**src/rtl/serial_add_ctrl_if.sv**
```systemverilog
// Handshake and data bundle for the bit-serial add sequencer.
// The request side carries the operands in. The response side carries sum and carry-out back.
interface serial_add_ctrl_if #(
    parameter int WIDTH = 8
);
    logic             in_valid;
    logic             in_ready;
    logic [WIDTH-1:0] a;
    logic [WIDTH-1:0] b;
    logic             cin;
    logic             out_valid;
    logic             out_ready;
    logic [WIDTH-1:0] sum;
    logic             cout;
    logic             busy;

    // The producer/consumer side, which drives operands and accepts results.
    modport master (
        output in_valid, a, b, cin, out_ready,
        input  in_ready, out_valid, sum, cout, busy
    );

    // The sequencer side.
    modport slave (
        input  in_valid, a, b, cin, out_ready,
        output in_ready, out_valid, sum, cout, busy
    );
endinterface

```
**src/rtl/serial_add_ctrl.sv**
```systemverilog
// Bit-serial add sequencer. A single 1-bit full adder is built from two half_addr cells and an OR.
// It is time-shared LSB first over WIDTH cycles.

// One half-adder cell. This is the only arithmetic primitive the sequencer uses.
module half_addr (
    input  logic a_i,
    input  logic b_i,
    output logic s_o,
    output logic c_o
);
    assign s_o = a_i ^ b_i;
    assign c_o = a_i & b_i;
endmodule

module serial_add_ctrl #(
    parameter int WIDTH = 8
) (
    input  logic               clk,
    input  logic               rst_n,
    serial_add_ctrl_if.slave   bus
);
    // The counter holds 0..WIDTH. It is sized so the final increment never wraps.
    localparam int            CW   = $clog2(WIDTH) + 1;
    localparam logic [CW-1:0] LAST = CW'(WIDTH - 1);

    typedef enum logic [1:0] {
        IDLE,
        RUN,
        DONE
    } state_t;

    state_t           state_q, state_d;
    logic [WIDTH-1:0] aSh_q, aSh_d;
    logic [WIDTH-1:0] bSh_q, bSh_d;
    logic [WIDTH-1:0] sumSh_q, sumSh_d;
    logic             c_q, c_d;
    logic [CW-1:0]    cnt_q, cnt_d;

    logic             halfSum;
    logic             carry1;
    logic             bitSum;
    logic             carry2;

    // First cell adds the two operand LSBs.
    // The second cell folds in the running carry.
    half_addr uHa1 (
        .a_i (aSh_q[0]),
        .b_i (bSh_q[0]),
        .s_o (halfSum),
        .c_o (carry1)
    );

    half_addr uHa2 (
        .a_i (halfSum),
        .b_i (c_q),
        .s_o (bitSum),
        .c_o (carry2)
    );

    // State and datapath registers. Reset aborts any operation in flight and clears the result.
    always_ff @(posedge clk or negedge rst_n) begin
        if (!rst_n) begin
            state_q <= IDLE;
            aSh_q   <= '0;
            bSh_q   <= '0;
            sumSh_q <= '0;
            c_q     <= 1'b0;
            cnt_q   <= '0;
        end else begin
            state_q <= state_d;
            aSh_q   <= aSh_d;
            bSh_q   <= bSh_d;
            sumSh_q <= sumSh_d;
            c_q     <= c_d;
            cnt_q   <= cnt_d;
        end
    end

    // Next-state and datapath logic.
    // Operands are only sampled on an accepted request, so X on idle inputs never reaches state.
    always_comb begin
        state_d = state_q;
        aSh_d   = aSh_q;
        bSh_d   = bSh_q;
        sumSh_d = sumSh_q;
        c_d     = c_q;
        cnt_d   = cnt_q;
        case (state_q)
            IDLE: begin
                if (bus.in_valid) begin
                    aSh_d   = bus.a;
                    bSh_d   = bus.b;
                    c_d     = bus.cin;
                    cnt_d   = '0;
                    sumSh_d = '0;
                    state_d = RUN;
                end
            end
            RUN: begin
                c_d                = carry1 | carry2;
                sumSh_d            = sumSh_q >> 1;
                sumSh_d[WIDTH-1]   = bitSum;
                aSh_d              = aSh_q >> 1;
                bSh_d              = bSh_q >> 1;
                cnt_d              = cnt_q + CW'(1);
                if (cnt_q == LAST) begin
                    state_d = DONE;
                end
            end
            DONE: begin
                if (bus.out_ready) begin
                    state_d = IDLE;
                end
            end
            default: begin
                state_d = IDLE;
            end
        endcase
    end

    assign bus.in_ready  = (state_q == IDLE);
    assign bus.out_valid = (state_q == DONE);
    assign bus.busy      = (state_q == RUN) || (state_q == DONE);
    assign bus.sum       = sumSh_q;
    assign bus.cout      = c_q;
endmodule

```
**src/flat_wrapper.sv**
```systemverilog
// flat-port wrapper written by rule: the top's interface ports become plain ports
module serial_add_ctrl_flat 
#(
    parameter int WIDTH = 8
)
  (clk, rst_n, bus_in_valid, bus_a, bus_b, bus_cin, bus_out_ready, bus_in_ready, bus_out_valid, bus_sum, bus_cout, bus_busy);
  serial_add_ctrl_if #(.WIDTH(WIDTH)) bus_i ();
  input  logic clk;
  input  logic rst_n;
  input wire logic [$bits(bus_i.in_valid)-1:0] bus_in_valid;
  input wire logic [$bits(bus_i.a)-1:0] bus_a;
  input wire logic [$bits(bus_i.b)-1:0] bus_b;
  input wire logic [$bits(bus_i.cin)-1:0] bus_cin;
  input wire logic [$bits(bus_i.out_ready)-1:0] bus_out_ready;
  output wire logic [$bits(bus_i.in_ready)-1:0] bus_in_ready;
  output wire logic [$bits(bus_i.out_valid)-1:0] bus_out_valid;
  output wire logic [$bits(bus_i.sum)-1:0] bus_sum;
  output wire logic [$bits(bus_i.cout)-1:0] bus_cout;
  output wire logic [$bits(bus_i.busy)-1:0] bus_busy;
  assign bus_i.in_valid = bus_in_valid;
  assign bus_i.a = bus_a;
  assign bus_i.b = bus_b;
  assign bus_i.cin = bus_cin;
  assign bus_i.out_ready = bus_out_ready;
  assign bus_in_ready = bus_i.in_ready;
  assign bus_out_valid = bus_i.out_valid;
  assign bus_sum = bus_i.sum;
  assign bus_cout = bus_i.cout;
  assign bus_busy = bus_i.busy;
  serial_add_ctrl #(.WIDTH(WIDTH)) u_core (.clk(clk), .rst_n(rst_n), .bus(bus_i));
endmodule
```
**config.mk**
```make
export PLATFORM = sky130hd
export DESIGN_NAME = serial_add_ctrl_flat
export DESIGN_NICKNAME = d
export VERILOG_FILES = /design/src/rtl/serial_add_ctrl_if.sv /design/src/rtl/serial_add_ctrl.sv /design/src/flat_wrapper.sv
export SDC_FILE = /design/constraint.sdc
export NUM_CORES = 1
export LEC_CHECK = 0
export CORE_UTILIZATION = 44
export CTS_CLUSTER_DIAMETER = 50
export DETAILED_ROUTE_END_ITERATION = 6
export MAX_ROUTING_LAYER = met4
export PLACE_DENSITY = 0.81
export SLEW_MARGIN = 20
export SYNTH_ARGS = -nofsm -noshare
export SYNTH_HDL_FRONTEND = slang
export SYNTH_SLANG_ARGS = --single-unit
```
**constraint.sdc**
```tcl
create_clock -name clk -period 1.5 [get_ports clk]
set_input_delay 0.15 -clock clk [delete_from_list [all_inputs] [get_ports clk]]
set_output_delay 0.15 -clock clk [all_outputs]
set_load 0.02 [all_outputs]
```
Word level (Yosys, flattened, before mapping). Cells that the tools add are included.

Add/sub/neg operators: 1. Multipliers: 0. Divide/modulo/power cells: 0. Magnitude comparators: 0. Eq/ne operators: 6. Shifts and indexed selects: 0. Muxes and demuxes: 14. Bitwise operators: 5. Reductions and logical operators: 5.

Operators with widths (count): 8-bit one-hot mux with 2 select lines (3); 8-bit 2-to-1 mux (3); 4-bit one-hot mux with 2 select lines (1); 2-bit 2-to-1 mux (3); 2-bit one-hot mux with 3 select lines (1); 4-bit by 1-bit adder with 4-bit output, second input constant (1); 4-bit by 3-bit == test with 1-bit output, second input constant (1); 4-bit 2-to-1 mux (1); 2-bit inequality test, second input constant (2); 3-bit AND reduction (1); 1-bit AND (2); 2-bit by 1-bit == test with 1-bit output, second input constant (1); 2-bit == test, second input constant (1); 2-bit logical NOT (1); 2-bit by 1-bit inequality test with 1-bit output, second input constant (1); 1-bit one-hot mux with 2 select lines (1); 2-bit AND reduction (1); 2-bit nonzero test (1); 1-bit XOR (2); 1-bit logical OR (1); 1-bit 2-to-1 mux (1); 1-bit OR (1).

Bits in registers: 31. Bits in latches: 0. Bits in writable memories: 0. ROM bits: 0. Output and inout port bits: 12. Word-level logic and storage cells: 37. Memories kept: 0.

Longest topological paths before layout. Gate-level depths: netlist of the first run.

Depth in word-level cells: 4. Depth in mapped cells: 7. Depth with buffers taken out: 5.

Hierarchy. Synthesis of the first run repeated with hierarchy kept, for this count alone.

Cells, all modules: 128. Area total of the unflattened synthesis: 1437.6 µm².

Modules (own cells, without submodules): serial_add_ctrl (times used 1, cells each 126, area an instance 1412.6 µm², seq. area each 775.7 µm²); half_addr (times used 2, cells each 1, area an instance 12.5 µm², seq. area each 0.0 µm²).

Least setup slack after synthesis of the first run. No wires, ideal clock.

Path kind: register -> register. Start point: register u_core.state_q[0]. End point: register u_core.cnt_q[3]. Data arrival time: 1.486 ns. Setup slack: -0.097 ns. Stages on the path, launching flop included: 8. Path buffers: 2. Path through: dfrtp_1 -> inv_1 -> ha_1 -> mux2i_1 -> buf_2 -> buf_6 -> a22oi_1 -> o41ai_1.

Longest elaborated chain between the ends: 3. Elaborated cells on any way between the ends: 6. Those cells by class: eq/ne (2); mux (1); reduce/logical (3).

Ends and longest elaborated chain: start, declared (RTL line serial_add_ctrl.sv:32) `state_t state_q, state_d;`; start signal, assigned (RTL line serial_add_ctrl.sv:70) `state_q <= state_d;`; 2-bit logical NOT *; named net bus_in_ready (RTL line flat_wrapper.sv:15) `output wire logic [$bits(bus_i.in_ready)-1:0] bus_in_ready;`; 2-bit inequality test (no line) / 2-bit nonzero test (equally long branches); 2-bit AND reduction (no line); end signal, assigned (RTL line serial_add_ctrl.sv:75) `cnt_q <= cnt_d;`; end, declared (RTL line serial_add_ctrl.sv:37) `logic [CW-1:0] cnt_q, cnt_d;`.

The timed path passes the listed nets; every way through them passes the cells marked *. A chain may end at the register's enable or synchronous reset.

Final worst setup path of the first run.
Start point: register u_core.state_q[1]. End point: register u_core.c_q, in the netlist u_core.bus.cout.

Longest elaborated chain between the ends: 3. Elaborated cells on any way between the ends: 6. Those cells by class: eq/ne (2); mux (1); reduce/logical (3).

Ends and longest elaborated chain: 2-bit by 1-bit == test with 1-bit output / 2-bit logical NOT (equally long branches) (RTL line serial_add_ctrl.sv:88) `case (state_q)`; 2-bit nonzero test (no line) / 2-bit inequality test (equally long branches); 2-bit AND reduction (no line); end signal, assigned (RTL line serial_add_ctrl.sv:67) `c_q <= 1'b0;`; end signal, assigned (RTL line serial_add_ctrl.sv:74) `c_q <= c_d;`; end, declared (RTL line serial_add_ctrl.sv:36) `logic c_q, c_d;`.

Several ways; a longest one is shown, not always the timed one.

==> flow_summary.json, run 1 <==
{
  "antenna_found_initial": 0,
  "synth.avg_cell_area_um2": 10.8,
  "drt.antenna.violating_nets": 0,
  "ys_warn_count": 0,
  "layout-drive-gt1-share_pct": 16.9,
  "fin_crit_ps": 1490,
  "avgViaCountPerCell": 5.14,
  "cts_made_buffers": 5,
  "grt_max_degree": 35,
  "worstMarginPinSlew_ps": 395,
  "area_growth_pct": 43.4,
  "initial_core_util_pct": 46.7,
  "powerDensity_nw_per_um2": 2060,
  "synthFlopType": "dfrtp_1",
  "maxCapViolCount": 0,
  "yosysTopAreaCellShare_pct": 54.0,
  "cts_buffer_depth": 2,
  "gp_congestion": 0.804,
  "synth-seq-cells": 31,
  "drt-met1-wl_um": 1310,
  "grt.total_usage_pct": 18.8,
  "rows": 20,
  "num_vias": 1137,
  "cp.arrival_ps": 1750,
  "path_class": "reg -> reg",
  "top_layer": "met4",
  "nFillCells": 239,
  "fmax_mhz": 671,
  "tns_ps": 0,
  "synth_edf_count": 0,
  "clock_skew_ps": 6.33,
  "regArea_um2": 776,
  "async_flop_share_pct": 100,
  "core_um2": 3080,
  "dpl.hpwl_um": 2010,
  "layout.cells.non_filler": 221,
  "worst_r2r_path_depth": 7,
  "drv_slew": 0,
  "slowest_delay_ps": 410,
  "yosysUniqueCellTypes": 25,
  "setup-violations-final": 0,
  "cpMaxStageDelayCell": "dfrtp_1",
  "die_y_um": 59.2,
  "fin_crit_sh_pct": 99.3,
  "drt_pre_antenna_iters": 4,
  "io_buffer_count": 32,
  "ys_seq_area_share_pct": 54.0,
  "fp.dieArea_um2": 3500,
  "drc": 0,
  "start_kind": "register",
  "routed-wl-met2_um": 1590,
  "htreeDepth": 2,
  "run_status": "completed",
  "diodes": 0,
  "synth_area_leaders": "dfrtp_1, mux2i_1, o21ai_1",
  "clock_latency_ps": 330,
  "p_leak_nw": 1.03,
  "met3WireLength_um": 128,
  "wl_um": 3080,
  "syn-num-nets": 159,
  "cts_root_buffer": "clkbuf_4",
  "required_ps": 1760,
  "drtIter0Drc": 61,
  "clock_sinks": 31,
  "holdCritPathClass": "in -> async",
  "crit_fanout": 17,
  "grt_pass1_wl_um": 4570,
  "routedWlPerCell_um": 14.0,
  "yosys.area.top_type": "dfrtp_1",
  "ir_drop_v": 0.00101,
  "endpoint_kind": "register",
  "finalHoldViolations": 0,
  "netlist_area_um2": 1440,
  "synthCells": 133,
  "overflow": 0,
  "clk_pin_slew_ps": 90,
  "fin_nets": 202,
  "slew_headroom_pct": 73.7,
  "path_cells": "inv_2 > ha_4 > mux2i_4 > buf_12 > clkbuf_16 > nand2_1 > o21ai_1",
  "io_pins": 33,
  "dp_cells": 207,
  "tritoncts": "done",
  "multi_input_area_um2": 639,
  "grt_pass1_vias": 1065,
  "die_w_um": 59.2
}
==> worst max-delay path, delay by kind of cell (launching register included) <==
kind | cells | cell delay [ps]
and+or+nand+nor | 1 | 60
buffers and inverters | 3 | 410
adders and majority gates | 1 | 180
DFF | 1 | 410
muxes | 1 | 250
AOI/OAI and AO/OA | 1 | 90
==> sequential cells by signal, indices dropped and copies added, names as in the netlist <==
| register | count |
|---|---|
| u_core.cnt_q | 4 |
| u_core.bus.sum | 8 |
| u_core.state_q | 2 |
| u_core.bus.cout | 1 |
| u_core.aSh_q | 8 |
| u_core.bSh_q | 8 |
==> per-layer routing <==
layer | GRT usage [%] | vias up
met5 | - | -
met4 | 12.2 | 0
met3 | 4.59 | 5
met2 | 30.4 | 32
met1 | 20.7 | 552
li1 | - | 548
==> path summary, 6_finish.rpt <==
path	to	startpoint	slack, ps
worst max-delay path	u_core.bus.cout$_DFFE_PN0P_	u_core.state_q[1]$_DFFE_PN0P_	10
worst min-delay path	u_core.cnt_q[1]$_DFFE_PN0P_	rst_n	200
worst max register to register	u_core.bus.cout$_DFFE_PN0P_	u_core.state_q[1]$_DFFE_PN0P_	10
worst min register to register	u_core.aSh_q[4]$_DFFE_PN0P_	u_core.aSh_q[4]$_DFFE_PN0P_	490
max in group asynchronous	u_core.aSh_q[3]$_DFFE_PN0P_	rst_n	1000
min in group clk	u_core.bSh_q[7]$_DFFE_PN0P_	bus_b[7]	350
==> area by class of cell <==
class                   count  share of cell area, %
repair buffers             44                   24.3
flip-flops and latches     31                   37.6
multi-input cells          88                   31.0
clock buffers               8                   3.34
well taps                  44                   2.67
inverters                   6                   1.09
==> cells in the mapped netlist, types with 2 or more instances <==
| cell | count |
|---|---|
| nand2_1 | 22 |
| nand2b_1 | 2 |
| mux2i_1 | 15 |
| buf_2 | 4 |
| nor2b_1 | 2 |
| ha_1 | 4 |
| dfrtp_1 | 31 |
| o21ai_1 | 22 |
| a31oi_1 | 2 |
| buf_4 | 2 |
| a22o_1 | 8 |
| nand3_1 | 2 |
| inv_1 | 5 |
==> stage by stage <==
step,power [mW],worst slack (ps),hold WS [ps],util [%],cell area (µm²)
final,4.26,10.3,205,67.0,2060
after global routing,4.54,-34.3,233,67.0,2060
after CTS,3.93,3.68,205,62.7,1930
after detailed placement,3.39,-70.6,475,60.4,1860
after global placement,3.28,17.0,468,60.4,1860
after floorplan,2.72,27.8,-146,-,1450
==> report_power, final <==
part	leakage [nW]	total [mW]	internal [mW]	switching, mW
combinational	0.594	2.26	1.17	1.10
clock	0.0386	0.555	0.275	0.280
sequential	0.400	1.44	1.20	0.237
total	1.03	4.26	2.64	1.61
==> cell usage in the layout, fill, tap and decap left out, drive strengths merged <==
cell type      instances
a21oi                  1
a22o                   8
a22oi                  1
a2bb2oi                1
a31oi                  2
and2                   2
and3b                  1
buf                   10
clkbuf                11
clkdlybuf4s15          2
clkdlybuf4s50         21
dfrtp                 31
dlygate4sd2            2
dlymetal6s2s           6
fa                     1
ha                     4
inv                    6
mux2i                 15
nand2                 22
nand2b                 2
nand3                  2
nor2b                  2
o211ai                 1
o21ai                 22
o41ai                  1
==> cell families (layout without fill, tap and decap cells) <==
logic type,count (synthesis),after routing,synth area share [%]
DFF,31,31,54.0
buffers and inverters,14,58,5.05
adders and majority gates,5,5,4.87
muxes,15,15,10.4
and+or+nand+nor,31,31,9.66
AOI/OAI and AO/OA,37,37,16.0
==> timing repair <==
item,4_1_cts,5_1_grt
gates cloned,0,2
endpoints found under the hold margin,0,0
pin swaps,0,3
buffers inserted,0,4
hold buffers,0,0
endpoints found under the setup margin,14,34
resized for setup,13,13
No activity file was read; power rests on OpenSTA's default activity.
==> inputs of run 2 (changes only) <==
CORE_UTILIZATION = 46   (was 44)
CTS_BUF_LIST = sky130_fd_sc_hd__clkbuf_8   (was unset)
PLACE_DENSITY = 0.84   (was 0.81)
==> run 2 against run 1 <==
Final cell count down 5.9%. Register-to-register slack worse by 120 ps. Die area down 4.2%. Largest power group unchanged. Utilization up 5.2 points. Clock power up 28%. The flow now finishes with violations (DRC, setup timing). Combinational power up 2%. Sequential power about the same. Maximum frequency down 7.3%. Worst hold slack better by 48 ps. Worst setup slack worse by 120 ps. Count of clock-buffer cells in the layout down 1. Via count up 3.7%.
==> flow_summary.json, run 2 (synthesis results as in run 1) <==
{
  "clock_latency_ps": 280,
  "slowest_delay_ps": 380,
  "cpMaxStageDelayCell": "dfrtp_1",
  "grt_pass1_wl_um": 4830,
  "reg2reg_to": "u_core.cnt_q[3]$_DFFE_PN0P_",
  "fmax_mhz": 622,
  "rows": 19,
  "clock_skew_ps": 4.97,
  "most-common-layout-cells": "dfrtp_1, clkdlybuf4s50_1, nand2_1, o21ai_1, mux2i_1",
  "worstMarginPinSlew_ps": 392,
  "worstReg2RegStart": "u_core.state_q[0]$_DFFE_PN0P_",
  "powerDensity_nw_per_um2": 2180,
  "setup-violations-final": 1,
  "p_leak_nw": 0.944,
  "core_um2": 2850,
  "globalRouteMet2Util_pct": 33.2,
  "slew_headroom_pct": 73.9,
  "num_vias": 1179,
  "wl_um": 3450,
  "ir_drop_v": 0.00110,
  "clk_pin_slew_ps": 60,
  "overflow": 0,
  "grt_util_met1_pct": 22.5,
  "die_w_um": 57.9,
  "cts_buffer_depth": 2,
  "area_growth_pct": 43.3,
  "drtIter0Drc": 34,
  "cp-startpoint": "u_core.state_q[0]$_DFFE_PN0P_",
  "tritoncts": "done",
  "io_buffer_count": 32,
  "rsz0062_at_grt": "yes",
  "layout-drive-gt1-share_pct": 17.5,
  "drt.antenna.violating_nets": 0,
  "die_y_um": 57.9,
  "routedWlPerCell_um": 16.6,
  "drt_pre_antenna_iters": 6,
  "violations": "DRC, setup timing",
  "finalHoldViolations": 0,
  "grt_max_degree": 35,
  "post-route-util_pct": 72.2,
  "fin_nets": 202,
  "fp.dieArea_um2": 3350,
  "grt_pass1_vias": 1118,
  "crit_end": "u_core.cnt_q[3]$_DFFE_PN0P_",
  "fin_ws_ps": -107,
  "run_status": "finished, violations left",
  "grt.total_usage_pct": 20.0,
  "met3_usage_pct": 6.70,
  "crit_fanout": 6,
  "htreeDepth": 2,
  "path_class": "reg -> reg",
  "pre_cts_slack_ps": -70.8,
  "clock_sinks": 31,
  "nFillCells": 207,
  "antenna_found_initial": 0,
  "endpoint_kind": "register",
  "maxCapViolCount": 0,
  "required_ps": 1640,
  "cts_root_buffer": "clkbuf_8",
  "holdCritPathClass": "in -> async",
  "drv_slew": 0,
  "drc": 4,
  "start_kind": "register",
  "avgViaCountPerCell": 5.67,
  "fin_crit_sh_pct": 107,
  "dpl.hpwl_um": 2090,
  "gp_congestion": 0.832,
  "fin_crit_ps": 1610,
  "io_pins": 33,
  "cts_made_buffers": 5,
  "cp.arrival_ps": 1750,
  "diodes": 0,
  "rrSetupSlack_ps": -110,
  "initial_core_util_pct": 50.4,
  "final_common_cell": "dfrtp_1",
  "path_cells": "inv_2 > ha_4 > mux2i_4 > buf_12 > a22oi_1 > o41ai_2",
  "top_usage_layer": "met2",
  "worst_r2r_path_depth": 6
}
run 2: cell types whose count changed in the layout (fill, tap and decap cells not counted), moves of 5 or more:
cell             delta
clkdlybuf4s50_1     +8
dlymetal6s2s_1      -6
clkbuf_4            -5
clkbuf_8            +5
run 2: critical path: cells and delay by family (launching register included):
kind	cells	cell delay [ps]
AO/OA/AOI/OAI	2	470
buffers and inverters	2	230
flip-flops	1	380
adder cells (fa/ha/maj)	1	180
multiplexers	1	200
run 2: through the flow:
stage / total power [mW] / instance area, µm² / TNS, ps / hold WS [ps] / cells
global route: 4.75 / 2060 / -194 / 312 / 208
finish: 4.48 / 2060 / -107 / 253 / 208
global placement: 3.26 / 1840 / 0 / 467 / 194
CTS: 4.07 / 1940 / 0 / 258 / 202
floorplan: 2.72 / 1450 / 0 / -146 / 133
detailed placement: 3.38 / 1840 / -570 / 482 / 194
run 2: power by group:
| part | internal, mW | leakage [nW] | switching [mW] |
|---|---|---|---|
| logic | 1.17 | 0.489 | 1.14 |
| clock network | 0.411 | 0.0557 | 0.298 |
| registers | 1.20 | 0.400 | 0.261 |
run 2: area by class of cell:
class	instances	area, µm²	share of cell area, %
flip-flops and latches	31	776	37.7
multi-input cells	88	638	31.0
repair buffers	44	484	23.5
clock buffers	7	96.3	4.68
well taps	31	38.8	1.88
inverters	6	22.5	1.09
clock inverters	1	3.75	0.182
run 2: per-layer routing:
metal	part of all wire [%]	vias up	routed length, µm
met3	5.0	9	171
met5	0	-	0
met2	50	37	1730
li1	-	548	-
met4	1.8	0	62
met1	43	585	1480
run 2: worst min-delay path by stage:
| stage | from | end | slack (ps) | depth (start not counted) |
|---|---|---|---|---|
| after floorplan | rst_n | u_core.aSh_q[0]$_DFFE_PN0P_ | -150 | 0 |
| after global placement | u_core.aSh_q[3]$_DFFE_PN0P_ | u_core.aSh_q[3]$_DFFE_PN0P_ | 470 | 2 |
| after detailed placement | u_core.aSh_q[4]$_DFFE_PN0P_ | u_core.aSh_q[4]$_DFFE_PN0P_ | 480 | 2 |
| after CTS | rst_n | u_core.bus.sum[5]$_DFFE_PN0P_ | 260 | 2 |
| after global routing | rst_n | u_core.cnt_q[0]$_DFFE_PN0P_ | 310 | 2 |
| final | rst_n | u_core.bus.sum[5]$_DFFE_PN0P_ | 250 | 2 |
run 2: repair_timing:
| item | in CTS | in global routing |
|---|---|---|
| cloned | 0 | 3 |
| pin swaps | 0 | 1 |
| endpoints found under the setup margin | 14 | 23 |
| gates resized for setup | 7 | 7 |
| hold buffers | 0 | 0 |
| buffers inserted | 0 | 3 |
==> inputs of run 3 (changes only) <==
CORE_UTILIZATION = 42   (was 46)
PLACE_DENSITY = 0.76   (was 0.84)
clock period = 2 ns   (was 1.5 ns; I/O delays follow)
==> run 3 against run 2 <==
The run now ends clean. Clock power is 25% lower. Utilization is 11 points lower. Non-clock buffer count is 7 lower. Worst hold slack better by 58 ps. Critical path type is now reg -> out. Critical endpoint is now bus_in_ready.
==> flow_summary.json, run 3 (synthesis results as in run 1) <==
{
  "run_status": "completed",
  "diodes": 0,
  "io_pins": 33,
  "drc": 0,
  "clock_latency_ps": 280,
  "grt.total_usage_pct": 18.5,
  "crit_end": "bus_in_ready",
  "cts-resized-gates": 0,
  "initial_core_util_pct": 45.6,
  "drv_slew": 0,
  "cp.arrival_ps": 1730,
  "drt_pre_antenna_iters": 4,
  "holdBufCountCts": 0,
  "fin_area_um2": 1930,
  "worstMarginPinSlew_ps": 445,
  "clock_sinks": 31,
  "finalHoldViolations": 0,
  "grt_pass1_vias": 1110,
  "htreeDepth": 2,
  "drtIter0Drc": 36,
  "cts_made_buffers": 5,
  "fin_crit_ps": 1930,
  "core_um2": 3150,
  "tritoncts": "done",
  "antenna_found_initial": 0,
  "routedWlPerCell_um": 12.9,
  "dpl.hpwl_um": 2010,
  "crit_fanout": 4,
  "avgViaCountPerCell": 4.99,
  "worstReg2RegStart": "u_core.state_q[1]$_DFFE_PN0P_",
  "grt_max_degree": 32,
  "overflow": 0,
  "clk_pin_slew_ps": 60,
  "cp-startpoint": "u_core.state_q[1]$_DFFE_PN0P_",
  "rrSetupSlack_ps": 310,
  "slew_headroom_pct": 70.3,
  "p_leak_nw": 0.870,
  "cts_setup_buffers": 0,
  "reg2reg_to": "u_core.cnt_q[3]$_DFFE_PN0P_",
  "grt_pass1_wl_um": 4780,
  "start_kind": "register",
  "layout.cells.non_filler": 214,
  "fmax_mhz": 519,
  "gp_congestion": 0.741,
  "io_buffer_count": 32,
  "wl_um": 2760,
  "required_ps": 1800,
  "cts_root_buffer": "clkbuf_8",
  "rows": 20,
  "rsz0062_at_grt": "no",
  "ir_drop_v": 0.000709,
  "powerDensity_nw_per_um2": 1550,
  "maxCapViolCount": 0,
  "dp_cells": 206,
  "fin_crit_sh_pct": 96.3,
  "setup-violations-final": 0,
  "final_common_cell": "clkdlybuf4s50_1",
  "num_vias": 1067,
  "nFillCells": 294,
  "path_class": "reg -> out",
  "fin_nets": 195,
  "fp.dieArea_um2": 3660,
  "holdCritPathClass": "in -> async",
  "layout-drive-gt1-share_pct": 8.24,
  "drt.antenna.violating_nets": 0,
  "place_area_um2": 1830,
  "die_y_um": 60.5,
  "die_w_um": 60.5,
  "cts_buffer_depth": 2,
  "area_growth_pct": 33.9,
  "tns_ps": 0,
  "clock_skew_ps": 3.06,
  "most-common-layout-cells": "clkdlybuf4s50_1, dfrtp_1, nand2_1, o21ai_1, mux2i_1",
  "worst_r2r_path_depth": 5,
  "endpoint_kind": "output port"
}
==> run 3: layer usage <==
| layer | global-route usage, % | part of all wire [%] |
|---|---|---|
| met1 | 21.0 | 44 |
| met2 | 31.6 | 49 |
| met3 | 3.84 | 5.5 |
| met4 | 7.79 | 1.4 |
| met5 | - | 0 |
==> run 3: critical path, cell delays in order (launching register included) <==
cell and delay, ps:
dfrtp_1 410, inv_1 100, ha_1 290, clkdlybuf4s50_1 650
==> run 3: layout make-up <==
cell class | instances | area (µm²) | area share [%]
inverter | 6 | 22.5 | 1.17
clock buffer | 7 | 96.3 | 5.00
multi-input combinational | 88 | 602 | 31.3
sequential | 31 | 776 | 40.3
clock inverter | 1 | 3.75 | 0.195
tap | 44 | 55.1 | 2.86
timing repair buffer | 37 | 370 | 19.2
==> run 3: stage by stage <==
step | util (%) | worst slack [ps] | power (mW) | hold slack (ps)
floorplan | - | 403 | 2.01 | -95.6
global placement | 57.9 | 419 | 2.42 | 467
detailed placement | 57.9 | 325 | 2.49 | 475
CTS | 61.1 | 66.8 | 3.03 | 330
global route | 61.1 | 13.5 | 3.22 | 343
finish | 61.1 | 73.7 | 2.99 | 311
==> run 3: report_power, final <==
part	internal, mW	switching [mW]
clock	0.308	0.221
sequential	0.902	0.175
combinational	0.658	0.722
==> run 3: worst min-delay path by stage <==
stage,from,end,slack [ps]
after global placement,u_core.bSh_q[4]$_DFFE_PN0P_,u_core.bSh_q[4]$_DFFE_PN0P_,470
final,rst_n,u_core.bSh_q[1]$_DFFE_PN0P_,310
after global routing,rst_n,u_core.bSh_q[2]$_DFFE_PN0P_,340
after detailed placement,u_core.bSh_q[3]$_DFFE_PN0P_,u_core.bSh_q[3]$_DFFE_PN0P_,480
after floorplan,rst_n,u_core.aSh_q[0]$_DFFE_PN0P_,-100
after CTS,rst_n,u_core.bSh_q[1]$_DFFE_PN0P_,330
